==> config.mk <==
export PLATFORM = sky130hd
export DESIGN_NAME = note_player
export DESIGN_NICKNAME = d
export VERILOG_FILES = /design/src/rtl/note_pkg.sv /design/src/rtl/note_player_tone_gen.sv /design/src/rtl/note_player.sv
export SDC_FILE = /design/constraint.sdc
export NUM_CORES = 1
export LEC_CHECK = 0
export ABC_AREA = 1
export BUFFER_PORTS_ARGS = -buffer_cell sky130_fd_sc_hd__buf_2
export CORE_UTILIZATION = 59
export CTS_CLUSTER_DIAMETER = 100
export DETAILED_ROUTE_END_ITERATION = 10
export PLACE_DENSITY = 0.81
export SLEW_MARGIN = 30
export SYNTH_ARGS = -nofsm -noshare
export SYNTH_HDL_FRONTEND = slang
export SYNTH_SLANG_ARGS = --single-unit
==> constraint.sdc <==
create_clock -name clk -period 2.62 [get_ports clk]
set_input_delay 0.524 -clock clk [delete_from_list [all_inputs] [get_ports clk]]
set_output_delay 0.524 -clock clk [all_outputs]
set_load 0.02 [all_outputs]
==> src/rtl/note_pkg.sv <==
// Shared types and constants for the guitar-mode playback engine.
// Combinational helpers only; no latency.
// No flow control; pure functions and typedefs.
package note_pkg;

    typedef enum logic [2:0] {
        ST_IDLE  = 3'd0,
        ST_FETCH = 3'd1,
        ST_LOAD  = 3'd2,
        ST_PLAY  = 3'd3,
        ST_DONE  = 3'd4
    } state_t;

    // Bits 29:0 of a note word are a one-hot-ish string/fret map.
    localparam int NOTE_BITS = 30;

    typedef struct packed {
        logic       valid;
        logic [2:0] str;
        logic [2:0] fret;
    } note_t;

    // Bit i = 5*f + s. f = 0..4 is fret f+1, f = 5 is the open string.
    // Scanning from the top down lets the lowest set bit overwrite the rest.
    function automatic note_t decode_note(input logic [31:0] word);
        note_t n;
        n = '0;
        for (int f = 5; f >= 0; f--) begin
            for (int s = 4; s >= 0; s--) begin
                if (word[5*f + s]) begin
                    n.valid = 1'b1;
                    n.str   = 3'(s);
                    n.fret  = (f == 5) ? 3'd0 : 3'(f + 1);
                end
            end
        end
        return n;
    endfunction

    // Half-period in 50 MHz cycles for tone index k = 6*string + fret.
    // Entries are semitone steps up from 220 Hz.
    function automatic logic [17:0] half_period_of(input logic [2:0] str,
                                                   input logic [2:0] fret);
        int k;
        logic [17:0] hp;
        k = 6 * int'(str) + int'(fret);
        case (k)
            0:       hp = 18'd113636;
            1:       hp = 18'd107258;
            2:       hp = 18'd101238;
            3:       hp = 18'd95556;
            4:       hp = 18'd90193;
            5:       hp = 18'd85131;
            6:       hp = 18'd80353;
            7:       hp = 18'd75843;
            8:       hp = 18'd71586;
            9:       hp = 18'd67569;
            10:      hp = 18'd63776;
            11:      hp = 18'd60197;
            12:      hp = 18'd56818;
            13:      hp = 18'd53629;
            14:      hp = 18'd50619;
            15:      hp = 18'd47778;
            16:      hp = 18'd45097;
            17:      hp = 18'd42566;
            18:      hp = 18'd40177;
            19:      hp = 18'd37922;
            20:      hp = 18'd35793;
            21:      hp = 18'd33784;
            22:      hp = 18'd31888;
            23:      hp = 18'd30098;
            24:      hp = 18'd28409;
            25:      hp = 18'd26815;
            26:      hp = 18'd25310;
            27:      hp = 18'd23889;
            28:      hp = 18'd22548;
            29:      hp = 18'd21283;
            default: hp = 18'd0;
        endcase
        return hp;
    endfunction

endpackage

==> src/rtl/note_player_tone_gen.sv <==
// Square-wave generator: toggles every half_period cycles while enabled.
// First edge half_period cycles after en rises; output gated by en.
// No backpressure; counter and output clear whenever en is low.
module tone_gen (
    input  logic        clk,
    input  logic        resetn,
    input  logic        en,
    input  logic [17:0] half_period,
    output logic        tone_out
);

    logic [17:0] cnt_q, cnt_d;
    logic        tone_q, tone_d;

    // Count up to half_period-1, then wrap and flip the output.
    always_comb begin
        cnt_d  = cnt_q;
        tone_d = tone_q;
        if (!en) begin
            cnt_d  = '0;
            tone_d = 1'b0;
        end else if (cnt_q == half_period - 18'd1) begin
            cnt_d  = '0;
            tone_d = ~tone_q;
        end else begin
            cnt_d  = cnt_q + 18'd1;
        end
    end

    // Counter and tone state.
    always_ff @(posedge clk or negedge resetn) begin
        if (!resetn) begin
            cnt_q  <= '0;
            tone_q <= 1'b0;
        end else begin
            cnt_q  <= cnt_d;
            tone_q <= tone_d;
        end
    end

    // Gating keeps the output silent the same cycle the note ends.
    assign tone_out = tone_q & en;

endmodule

==> src/rtl/note_player.sv <==
// Plays note RAM words 0..DEPTH-1 one per beat as square-wave tones.
// start to first sounding cycle: 4 cycles (FETCH x2, LOAD, PLAY).
// Beats seen while fetching are held in beat_pending; stop aborts at once.
module note_player
    import note_pkg::*;
#(
    parameter int DEPTH = 64
) (
    input  logic                     clk,
    input  logic                     resetn,
    input  logic                     start,
    input  logic                     stop,
    input  logic                     beat,
    input  logic [31:0]              ram_q,
    output logic [$clog2(DEPTH)-1:0] ram_addr,
    output logic                     note_valid,
    output logic [2:0]               string_idx,
    output logic [2:0]               fret_idx,
    output logic                     tone_out,
    output logic                     busy,
    output logic                     done
);

    localparam int AW        = $clog2(DEPTH);
    localparam int LAST_ADDR = DEPTH - 1;

    state_t          state_q, state_d;
    logic            fetch_cnt_q, fetch_cnt_d;
    logic [AW-1:0]   addr_q, addr_d;
    logic            beat_pend_q, beat_pend_d;
    logic            note_valid_q, note_valid_d;
    logic [2:0]      str_q, str_d;
    logic [2:0]      fret_q, fret_d;
    logic [17:0]     hp_q, hp_d;
    note_t           dec;

    // Decode the RAM word presented during LOAD.
    always_comb begin
        dec = decode_note(ram_q);
    end

    // Sequencing: fetch, load, play until a beat, then next address or done.
    always_comb begin
        state_d      = state_q;
        fetch_cnt_d  = fetch_cnt_q;
        addr_d       = addr_q;
        beat_pend_d  = beat_pend_q;
        note_valid_d = note_valid_q;
        str_d        = str_q;
        fret_d       = fret_q;
        hp_d         = hp_q;

        case (state_q)
            ST_IDLE: begin
                if (start) begin
                    state_d     = ST_FETCH;
                    addr_d      = '0;
                    fetch_cnt_d = 1'b0;
                    beat_pend_d = 1'b0;
                end
            end
            ST_FETCH: begin
                if (beat) begin
                    beat_pend_d = 1'b1;
                end
                if (fetch_cnt_q) begin
                    state_d = ST_LOAD;
                end else begin
                    fetch_cnt_d = 1'b1;
                end
            end
            ST_LOAD: begin
                if (beat) begin
                    beat_pend_d = 1'b1;
                end
                note_valid_d = dec.valid;
                str_d        = dec.str;
                fret_d       = dec.fret;
                hp_d         = half_period_of(dec.str, dec.fret);
                state_d      = ST_PLAY;
            end
            ST_PLAY: begin
                // A held beat is spent here, so a note lasts at least 1 cycle.
                beat_pend_d = 1'b0;
                if (beat || beat_pend_q) begin
                    note_valid_d = 1'b0;
                    if (addr_q == AW'(LAST_ADDR)) begin
                        state_d = ST_DONE;
                    end else begin
                        addr_d      = addr_q + AW'(1);
                        fetch_cnt_d = 1'b0;
                        state_d     = ST_FETCH;
                    end
                end
            end
            ST_DONE: begin
                state_d      = ST_IDLE;
                addr_d       = '0;
                note_valid_d = 1'b0;
                str_d        = '0;
                fret_d       = '0;
            end
            default: begin
                state_d = ST_IDLE;
            end
        endcase

        // stop overrides everything, including a simultaneous start.
        if (stop) begin
            state_d      = ST_IDLE;
            fetch_cnt_d  = 1'b0;
            addr_d       = '0;
            beat_pend_d  = 1'b0;
            note_valid_d = 1'b0;
            str_d        = '0;
            fret_d       = '0;
        end
    end

    // Control and note registers.
    always_ff @(posedge clk or negedge resetn) begin
        if (!resetn) begin
            state_q      <= ST_IDLE;
            fetch_cnt_q  <= 1'b0;
            addr_q       <= '0;
            beat_pend_q  <= 1'b0;
            note_valid_q <= 1'b0;
            str_q        <= '0;
            fret_q       <= '0;
            hp_q         <= '0;
        end else begin
            state_q      <= state_d;
            fetch_cnt_q  <= fetch_cnt_d;
            addr_q       <= addr_d;
            beat_pend_q  <= beat_pend_d;
            note_valid_q <= note_valid_d;
            str_q        <= str_d;
            fret_q       <= fret_d;
            hp_q         <= hp_d;
        end
    end

    // note_valid_q is only ever set while in PLAY, so it doubles as the enable.
    tone_gen u_tone_gen (
        .clk         (clk),
        .resetn      (resetn),
        .en          (note_valid_q),
        .half_period (hp_q),
        .tone_out    (tone_out)
    );

    assign ram_addr   = addr_q;
    assign note_valid = note_valid_q;
    assign string_idx = str_q;
    assign fret_idx   = fret_q;
    assign busy       = (state_q != ST_IDLE);
    assign done       = (state_q == ST_DONE);

endmodule

Yosys cells after proc, flatten, opt, wreduce, memory -nomap -nowiden. Memory sizes are Yosys's and may differ from the RTL's. Index checks and enable logic that the tools add are counted.

Bits in read-only memories: 544. Bits in registers: 55. Memories: 1. Output and inout bits: 16. Input port bits: 37.

Add/sub/neg operators: 4. Bitwise gates (word level): 2. Equality and inequality tests: 12. Reductions and logical operators: 15. Multiplexer cells: 61. $mul: 1.

Memory list: (name not given) (words 32, bits a word 17, read ports 1, clocked after memory_dff 0, write ports 0, line note_pkg.sv:47) `case (k)`.

Operators with widths (count): two-way mux 7 bit (30); two-way mux 18 bit (3); logical NOT 27 bit (1); two-way mux 6 bit (4); two-way mux 3 bit (7); adder 18 x 1 -> 18 bit, second input constant (1); == test 18 bit (1); case mux 6 bit (3 select lines) (1); subtractor 18 x 1 -> 18 bit, second input constant (1); nonzero test 4 bit (4); inequality test 3 bit, second input constant (4); case mux 3 bit (2 select lines) (2); case mux 3 bit (4 select lines) (1); two-way mux 1 bit (10); case mux 1 bit (3 select lines) (3); AND reduction 4 bit (2); adder 6 x 3 -> 7 bit (1); adder 6 x 1 -> 6 bit, second input constant (1); == test 3 x 2 -> 1 bit, second input constant (2); == test 6 bit, second input constant (1); AND reduction 3 bit (2); nonzero test 3 bit (2); multiplier 2 x 3 -> 5 bit, first input constant (1); == test 3 x 1 -> 1 bit, second input constant (1); 9 further kinds (9).

Logic depth before layout (Yosys ltp).
Depth in word-level cells: 34. Gate-level depth with buffers: 37.

By module. Synthesis repeated with hierarchy kept, for this count alone.

Cells, all modules: 715. Area total of the unflattened synthesis: 4814.6 sq um.

By module, submodules not included: note_player (area an instance 3139.3 sq um, times used 1, cells each 470); tone_gen (area an instance 1675.4 sq um, times used 1, cells each 245).

Worst setup path before layout. No wires, ideal clock.

Path kind: input port to flip-flop. Start: input port ram_q[25]. End: register hp_q[12]. Data required time: 2.494 ns. Stages: 32. Arrival: 3.515 ns. Slack: -1.021 ns. Path buffers: 1. Library setup time: 0.126 ns. Cells stage by stage: nor2_1 nand2_1 nand2_1 nand2_1 nand2_1 nand2_1 nand2_1 nand2_1 nand2_1 nand2_1 nand2_1 nand2_1 nand2_1 nand2_1 nand2_1 nand2_1 nand2_1 nand2_1 nand2_1 nand2_1 a21oi_1 ha_1 fa_1 nand2_1 inv_1 nor2_1 clkinv_1 clkbuf_1 o32ai_1 nand2_1 nand3_1 o21ai_0.

Word-level cells in the longest chain between the ends: 30.

Ends and longest elaborated chain: start: declaration (line note_player.sv:14) `input logic [31:0] ram_q,`; two-way mux 7 bit (*) (26 in series) (line note_pkg.sv:30) `if (word[5*f + s]) begin`; multiplier 2 x 3 -> 5 bit (line note_pkg.sv:46) `k = 6 * int'(str) + int'(fret);`; adder 6 x 3 -> 7 bit (*) (line note_pkg.sv:46); memory (32 x 17 bit) / logical NOT 27 bit (equally long branches); two-way mux 18 bit (*) (line note_pkg.sv:47); end signal: assignment (line note_player.sv:139) `hp_q <= hp_d;`; end: declaration (line note_player.sv:34) `logic [17:0] hp_q, hp_d;`.

Mark *: on every way between the ends. The rest lies on a longest branch, timed or not. A chain may end at the register's enable or synchronous reset.

Worst setup path after layout.
Start: input port ram_q[25]. End: register hp_q[1].

The elaborated chain is that of the path after synthesis.

==> impl_metrics.env <==
export IMPL_preCtsSetupSlack_ps=-1200
export IMPL_vias=4829
export IMPL_ys_seq_elements=54
export IMPL_status="finished with violations"
export IMPL_first_global_vias=4398
export IMPL_max_cap_viol_count=0
export IMPL_layout_common_cells="nand2_1, inv_1, buf_4, nor2_1, dfrtp_1"
export IMPL_clk_latency_ps=310
export IMPL_cts_buffers=5
export IMPL_htreeDepth=2
export IMPL_rsz0062_at_grt="true"
export IMPL_syn_inst=657
export IMPL_final_common_cell="nand2_1"
export IMPL_r2r_cells=16
export IMPL_dr_pass1_iters=5
export IMPL_wire_per_inst_um=14.5
export IMPL_start_util_pct=60.8
export IMPL_syn_num_nets=716
export IMPL_drive_gt1_share_pct=31.6
export IMPL_cts_sinks=54
export IMPL_seq_area_frac_synth_pct=30.6
export IMPL_hold_viol_final=0
export IMPL_routabilityCongestion=0.956
export IMPL_numPortBuffers=50
export IMPL_synth_adder_area_share_pct=6.58
export IMPL_leakage_nw=2.93
export IMPL_root_buffer="clkbuf_8"
export IMPL_gr_usage_all_layers_pct=30.0
export IMPL_diodes=0
export IMPL_min_path_type="input pin to flip-flop"
export IMPL_arrival_ps=3790
export IMPL_final_area_um2=6020
export IMPL_die_x_um=88.5
export IMPL_dieArea_um2=7830
export IMPL_max_freq_mhz=281
export IMPL_grt_overflow=0
export IMPL_synth_mux_area_fraction_pct=0
export IMPL_finalCritPeriodShare_pct=136
export IMPL_antenna_found_initial=0
export IMPL_cts_tree="done"
export IMPL_antenna_left=0
export IMPL_synth_xor_area_share_pct=6.35
export IMPL_fillers=465
export IMPL_pin_count=53
export IMPL_via_per_inst=5.43
export IMPL_grt_pass1_wl_um=18700
export IMPL_worstSetupEndpointType="flip-flop"
export IMPL_start_kind="input pin"
export IMPL_maxSlewHeadroom_pct=55.8
export IMPL_min_from="beat"
export IMPL_violations="negative setup slack"
export IMPL_tightestPinTransition_ps=663
export IMPL_utilization_pct=82.9
export IMPL_first_iter_violations=299
export IMPL_fp_dieH_um=88.5
export IMPL_synth_area_um2=4410
export IMPL_pwr_density_cell_nw_per_um2=599
export IMPL_rows=31
export IMPL_clk_pin_slew_worst_paths_ps=90
export IMPL_holdPathEnd="beat_pend_q"
export IMPL_fin_ws_ps=-939
export IMPL_ir_worst_vdd_v=0.000312
export IMPL_postSynth_asyncResetShare_pct=100
export IMPL_wl_um=12900
export IMPL_clk_path_buf_depth=2
export IMPL_r2r_start="hp_q[2]"
export IMPL_post_dp_cell_area_um2=5370
export IMPL_hold_ws_ps=485
export IMPL_synth_cell_types=46
export IMPL_critPathMaxFanout=6
export IMPL_synth_edff_count=0
export IMPL_hold_path_depth=3
export IMPL_synth_area_per_cell_um2=6.72
export IMPL_synth_flop_cell="dfrtp_1"
export IMPL_skew_ps=2.95
export IMPL_regToRegEndpoint="u_tone_gen.cnt_q[6]"
export IMPL_ff2ff_setup_slack_ps=-120
export IMPL_yosysWarnings=0
export IMPL_hpwl_um=8910
export IMPL_critPathKind="input pin to flip-flop"
export IMPL_drc_errors=0
export IMPL_nNetsFinal=850
export IMPL_crit_required_ps=2860
export IMPL_area_growth_pct=36.3
export IMPL_grt_max_degree=54
export IMPL_period_minus_slack_ps=3560
export IMPL_synth_compound_area_share_pct=14.0
export IMPL_synthSimpleGateAreaFrac_pct=31.8
export IMPL_setup_viol=36
export IMPL_drv_slew=0
export IMPL_synth_top_family_by_area="simple AND/OR/NAND/NOR gates"
export IMPL_fp_coreArea_um2=7250
-- logic make-up (layout without fill, tap and decap cells) --
kind of cell	count (synthesis)	count (layout)
fa+ha+maj	22	22
xor+xnor	32	32
compound gates	108	108
flops	54	54
buf+inv	118	251
simple gates	323	324
-- through the flow --
| step | std cells | TNS, ps | power, mW |
|---|---|---|---|
| 3_3_place_gp | 865 | -18650 | 2.71 |
| 2_1_floorplan | 657 | -10660 | 2.31 |
| 5_1_grt | 890 | -24790 | 3.83 |
| 6_report | 890 | -15780 | 3.60 |
| 3_5_place_dp | 865 | -19400 | 2.78 |
| 4_1_cts | 877 | -13170 | 3.29 |
-- worst max-delay path: stages --
cell and delay [ps]:
buf_2 120, nor2_4 90, nand2_1 60, o21ai_1 120, nand4_1 100, nand3_1 80
nand2_1 50, nand3_1 70, nand3_1 70, nand3_1 70, nand2_1 60, o31ai_1 240
nand2_1 140, inv_2 120, ha_4 210, fa_2 600, clkinvlp_4 240, nand2_2 140
inv_2 60, nor2_4 100, o21ai_1 80, o21ai_1 150, nand2_1 80, nand2_1 60
nand2_1 60, o21ai_1 90
-- what timing repair did --
action                                  in CTS  in global routing
pin swaps                                   27                 36
buffers inserted                             4                 11
resized for setup                           45                 78
hold buffers                                 1                  0
endpoints found under the setup margin      17                 36
gates cloned                                 0                  2
endpoints found under the hold margin        1                  0
-- area by class of cell --
class,count,area [µm²],share of cell area [%]
sequential,54,1350,22.5
tap,99,124,2.06
inverter,105,415,6.91
timing repair buffer,138,993,16.5
multi-input combinational,486,3050,50.6
clock inverter,1,7.51,0.125
clock buffer,6,72.6,1.21
timing repair inverter,1,5.00,0.0832
-- how the worst max path moves through the flow --
stage / from / end / slack [ps] / cells after the start
global placement: ram_q[27] / hp_q[14] / -1180 / 34
floorplan: ram_q[27] / hp_q[11] / -730 / 35
CTS: ram_q[27] / hp_q[13] / -820 / 34
finish: ram_q[25] / hp_q[1] / -940 / 26
detailed placement: ram_q[27] / hp_q[9] / -1200 / 35
global route: ram_q[27] / hp_q[1] / -1200 / 36
-- registers in the layout (all words and copies together), names as in the netlist --
| signal | cells |
|---|---|
| state_q | 3 |
| beat_pend_q | 1 |
| hp_q | 17 |
| fetch_cnt_q | 1 |
| string_idx | 3 |
| note_valid | 1 |
| ram_addr | 6 |
| fret_idx | 3 |
| u_tone_gen.tone_q | 1 |
| u_tone_gen.cnt_q | 18 |
-- synth_stat cells, types with 2 or more instances --
cell type	n	share of area [%]
nand2_1	143	12
inv_1	103	8.8
nor2_1	86	7.3
o21ai_0	61	6.9
dfrtp_1	54	31
nand3_1	38	4.3
xor2_1	23	4.6
ha_1	20	5.7
a21oi_1	18	2.0
nor3_1	16	1.8
nor2_2	14	2.0
xnor2_1	9	1.8
clkbuf_1	8	0.68
nand4_1	6	0.85
o22ai_1	6	0.85
nor4_1	5	0.71
o211ai_1	5	0.85
o2111ai_1	4	0.79
buf_2	3	0.34
or2_2	3	0.43
fa_1	2	0.91
nand3_2	2	0.45
nor3b_1	2	0.34
o221ai_1	2	0.40
o31ai_1	2	0.34
o32ai_1	2	0.40
-- power by group --
part / switching (mW) / internal [mW]
clock network: 0.268 / 0.184
logic: 1.16 / 0.775
registers: 0.203 / 1.02
total: 1.63 / 1.98
-- per-layer routing --
| layer | share of wire [%] | track usage [%] | vias to the layer above |
|---|---|---|---|
| li1 | - | - | 2380 |
| met1 | 42 | 37.3 | 2249 |
| met2 | 52 | 54.7 | 177 |
| met3 | 4.4 | 2.89 | 23 |
| met4 | 1.6 | 8.94 | 0 |
| met5 | 0 | 0 | - |
Note: power is estimated with default switching activity, not from simulation.
